`config.mk`:
```
export PLATFORM = sky130hd
export DESIGN_NAME = rojobot_drive_ctrl
export DESIGN_NICKNAME = d
export VERILOG_FILES = /design/src/rtl/rojobot_drive_ctrl.sv
export SDC_FILE = /design/constraint.sdc
export NUM_CORES = 1
export LEC_CHECK = 0
export ABC_CLOCK_PERIOD_IN_PS = 3080
export BUFFER_PORTS_ARGS = -buffer_cell sky130_fd_sc_hd__buf_4
export CORE_AREA = 8 8 88 90
export DETAILED_ROUTE_END_ITERATION = 10
export DIE_AREA = 0 0 96 98
export PLACE_DENSITY = 0.79
export SLEW_MARGIN = 20
export SYNTH_ARGS = -nofsm -noshare
export SYNTH_HDL_FRONTEND = slang
export SYNTH_SLANG_ARGS = --single-unit
```
`constraint.sdc`:
```
create_clock -name clk -period 3.08 [get_ports clk]
set_input_delay 0.308 -clock clk [delete_from_list [all_inputs] [get_ports clk]]
set_output_delay 0.308 -clock clk [all_outputs]
set_load 0.01 [all_outputs]
```
`src/rtl/rojobot_drive_ctrl.sv`:
```
// Closed-loop wheel position controller for the Rojobot: accepts a left/right
// target pair and steps the bot's drive buttons until both wheel counters match.
module rojobot_drive_ctrl #(
  parameter int SIMULATE = 0
) (
  input  logic       clk,
  input  logic       reset_n,
  input  logic       cmd_valid,
  output logic       cmd_ready,
  input  logic [7:0] cmd_left_tgt,
  input  logic [7:0] cmd_right_tgt,
  input  logic       abort,
  input  logic [7:0] left_pos,
  input  logic [7:0] right_pos,
  output logic       left_fwd,
  output logic       left_rev,
  output logic       right_fwd,
  output logic       right_rev,
  output logic       busy,
  output logic       done,
  output logic [1:0] status
);

  // state  | meaning
  // S_IDLE | waiting for a command, cmd_ready high
  // S_MOVE | driving wheels toward the latched targets
  // S_DONE | one-cycle completion pulse, status valid

  localparam logic [25:0] STALL_LIMIT = (SIMULATE != 0) ? 26'd19 : 26'd39_999_999;

  localparam logic [1:0] ST_ARRIVED = 2'b00;
  localparam logic [1:0] ST_STALLED = 2'b01;
  localparam logic [1:0] ST_ABORTED = 2'b10;

  typedef enum logic [1:0] {
    S_IDLE = 2'd0,
    S_MOVE = 2'd1,
    S_DONE = 2'd2
  } state_t;

  state_t      state, state_nxt;
  logic [7:0]  left_tgt, right_tgt;
  logic [7:0]  left_prev, right_prev;
  logic [25:0] stall_cnt;
  logic [3:0]  drv, drv_nxt;
  logic [1:0]  status_nxt;
  logic        accept, arrived, stalled, moved;
  logic [7:0]  left_goal, right_goal;
  logic [1:0]  left_drv, right_drv;

  // Returns {fwd, rev}; the half-circle distance (128) resolves to reverse.
  function automatic logic [1:0] wheel_drive(input logic [7:0] tgt, input logic [7:0] pos);
    logic [7:0] d;
    d = tgt - pos;
    if (d == 8'd0)
      return 2'b00;
    else if (d[7])
      return 2'b01;
    else
      return 2'b10;
  endfunction

  assign accept     = (state == S_IDLE) && cmd_valid;
  assign left_goal  = accept ? cmd_left_tgt  : left_tgt;
  assign right_goal = accept ? cmd_right_tgt : right_tgt;
  assign left_drv   = wheel_drive(left_goal, left_pos);
  assign right_drv  = wheel_drive(right_goal, right_pos);
  assign arrived    = (left_pos == left_tgt) && (right_pos == right_tgt);
  assign stalled    = (stall_cnt == STALL_LIMIT);
  assign moved      = (left_pos != left_prev) || (right_pos != right_prev);

  always_comb begin
    state_nxt  = state;
    drv_nxt    = 4'b0000;
    status_nxt = status;
    case (state)
      S_IDLE: begin
        if (cmd_valid) begin
          state_nxt = S_MOVE;
          drv_nxt   = {left_drv, right_drv};
        end
      end
      S_MOVE: begin
        if (arrived) begin
          state_nxt  = S_DONE;
          status_nxt = ST_ARRIVED;
        end else if (abort) begin
          state_nxt  = S_DONE;
          status_nxt = ST_ABORTED;
        end else if (stalled) begin
          state_nxt  = S_DONE;
          status_nxt = ST_STALLED;
        end else begin
          drv_nxt = {left_drv, right_drv};
        end
      end
      S_DONE:  state_nxt = S_IDLE;
      default: state_nxt = S_IDLE;
    endcase
  end

  always_ff @(posedge clk or negedge reset_n) begin
    if (!reset_n) begin
      state      <= S_IDLE;
      drv        <= 4'b0000;
      status     <= ST_ARRIVED;
      left_tgt   <= 8'd0;
      right_tgt  <= 8'd0;
      left_prev  <= 8'd0;
      right_prev <= 8'd0;
      stall_cnt  <= 26'd0;
    end else begin
      state      <= state_nxt;
      drv        <= drv_nxt;
      status     <= status_nxt;
      left_prev  <= left_pos;
      right_prev <= right_pos;
      if (accept) begin
        left_tgt  <= cmd_left_tgt;
        right_tgt <= cmd_right_tgt;
      end
      // Any wheel movement restarts the stall window.
      if (accept || moved)
        stall_cnt <= 26'd0;
      else if (state == S_MOVE && !stalled)
        stall_cnt <= stall_cnt + 26'd1;
    end
  end

  assign {left_fwd, left_rev, right_fwd, right_rev} = drv;
  assign cmd_ready = (state == S_IDLE);
  assign busy      = (state == S_MOVE);
  assign done      = (state == S_DONE);

endmodule

```
==> out/results.ini <==
[outcome]
status = finished, final reports clean

[clock_network]
clk_latency_ns = 0.34
cts-root-buf = clkbuf_8
post_cts_resize_count = 0
clock_path_buffers = 2
cts_made_buffers = 9
cts-htree-levels = 3
ctsHoldBuffers = 0
cts_tree = yes
cts_setup_buffers = 0
clock_sinks = 66
path_clk_slew_ns = 0.07

[die]
io_pins = 45
rows = 30
core_area_mm2 = 0.00649
die_h_um = 98
start_util = 0.556
die_x_um = 96
die_area_mm2 = 0.00941

[finish]
postLayoutCoreUtil = 0.650
final_area_mm2 = 0.00422
multi_input_area_mm2 = 0.00184
diodes = 0
fin_nets = 479
register_area_mm2 = 0.00165
drive_gt1_frac = 0.155
fill_cells = 553
fin_cells = 511
syn2layout_area_growth_pct = 16.9

[global_routing]
grt_use_met3 = 0.0384
grt_busiest_layer = met2
grt_max_degree = 67
grt_use_total = 0.193
grt.overflow.total = 0
grt_pass1_wl_mm = 14.2
antenna_found_initial = 0
grtUsageMet1 = 0.225
grt_use_met2 = 0.336
grt_pass1_vias = 2956

[logic_synthesis]
synth_enable_flop_cells = 0
synth.avg_cell_area_um2 = 9.65
synth_seq_cells = 66
yosys.area.top_type = dfrtp_1
netlist_area_mm2 = 0.00361
synth_top_area_frac = 0.458
synthDistinctLibCells = 40
synth-main-ff-cell = dfrtp_1
netlist_instances = 374
synth_area_leaders = dfrtp_1 46%, xnor2_1 9.7%, xor2_1 5.8%
yosysWarningCount = 0
synth_nets = 427
yosysSeqAreaShare = 0.458
synth_most_common_cell = dfrtp_1
synthTopCellsByCount = 66 x dfrtp_1, 52 x nand2_1, 40 x xnor2_1
synthArstFlopShare = 1.00

[placed_design]
pre_cts_slack_ns = 0.333
dp_hpwl_mm = 6.34
io_buffer_count = 44
dp.cells = 495
dpl_cell_area_mm2 = 0.00404
place.gp.congestion = 0.822

[pwr]
vdd_drop_max_mv = 0.409
p_per_area_mw_per_mm2 = 666
p_leak_nw = 1.95
power.total_mw = 2.81

[sta]
fin_crit_ns = 2.80
setup_viol = 0
hold_viol_final = 0
worst_slew_pin_slew_ns = 0.818
timing.final.crit_share = 0.908
slew_headroom = 0.454
rsz0062_at_grt = false
layout_setup_ws_ns = 0.284
fin_setup_tns_ns = 0
fmax_ghz = 0.358
timing.hold.ws_ns = 0.0614
fin_worst_skew_ns = 0.00950
slew_violations = 0

[job]
drv_cap = 0

[setup_path]
critPathLaunchType = flip-flop
cp.arrival_ns = 3.04
rr_startpoint = state[0]$_DFFE_PN0P_
rrSetupSlack_ns = 0.28
critPathMaxFanout = 15
rr_endpoint = drv[3]$_DFF_PN0_
critPathKind = reg2reg
ff2ff_path_depth = 12
end_kind = flip-flop
crit_required_ns = 3.32

[route]
via_per_inst = 5.48
num_vias = 2802
drt-total-wl_mm = 8.49
drt_iter0_drc = 146
post-route-drc-count = 0
drt-wirelength-per-cell_um = 16.6
firstDrtPassIters = 4
ant_nets = 0

[worst_hold_path]
min_path_type = in2async

[cells by family after synthesis]
kind of cell / count (synthesis) / synth area share
buffers and inverters: 30 / 0.0319
multiplexers: 5 / 0.0139
adder cells (fa/ha/maj): 17 / 0.0631
XOR/XNOR: 65 / 0.162
flip-flops: 66 / 0.458
AND/OR/NAND/NOR: 158 / 0.217
AO/OA/AOI/OAI: 33 / 0.0555
[routing by layer]
| metal | share of wire | routed length [µm] |
|---|---|---|
| met1 | 0.41 | 3470 |
| met4 | 0.024 | 201 |
| met3 | 0.039 | 332 |
| met5 | 0 | 0 |
| met2 | 0.53 | 4490 |
[flip-flops by register name (all words and copies together) (netlist names)]
signal	flops
right_tgt	8
state	2
stall_cnt	26
status	2
drv	4
right_prev	8
left_tgt	8
left_prev	8
[where the power goes]
part | total (mW) | switching, mW | internal, mW | leakage (nW)
logic | 1.06 | 0.582 | 0.479 | 1.00
clock network | 0.676 | 0.320 | 0.357 | 0.0965
registers | 1.07 | 0.0820 | 0.989 | 0.846
total | 2.81 | 0.984 | 1.83 | 1.95
[cells in the final DEF, fill, tap and decap left out, types with 12 or more instances in the layout]
cell type,netlist,final
nand3_1,17,17
inv_1,24,24
nand2_1,52,52
clkbuf_8,0,12
dfrtp_1,66,66
a21oi_1,13,13
buf_4,0,47
xnor2_1,40,40
nand4_1,17,17
ha_1,15,15
xor2_1,24,24
nor2_1,34,34
[layout make-up]
class	instances	area share
timing repair buffer	47	0.0836
multi-input combinational	278	0.437
sequential	66	0.391
inverter	24	0.0213
clock inverter	2	0.00237
tap	80	0.0237
clock buffer	14	0.0409
[how the worst max path moves through the flow]
stage                          from               end
2_1_floorplan  state[0]$_DFFE_PN0P_  drv[2]$_DFF_PN0_
6_report       state[0]$_DFFE_PN0P_  drv[3]$_DFF_PN0_
4_1_cts        state[0]$_DFFE_PN0P_  drv[3]$_DFF_PN0_
5_1_grt        state[1]$_DFFE_PN0P_  drv[2]$_DFF_PN0_
3_3_place_gp   state[0]$_DFFE_PN0P_  drv[2]$_DFF_PN0_
3_5_place_dp   state[0]$_DFFE_PN0P_  drv[3]$_DFF_PN0_
[worst max-delay path, stage by stage, from the launching register on]
cell      delay, ns
dfrtp_1        0.41
nor2_1         0.18
and2_1         0.20
buf_4          0.24
nand2_1        0.07
nand2_1        0.08
ha_1           0.28
a21o_1         0.19
a21oi_1        0.31
a21oi_1        0.14
a211oi_1       0.28
xnor2_1        0.12
a211oi_1       0.19
Power figures use the tool's default switching activity.
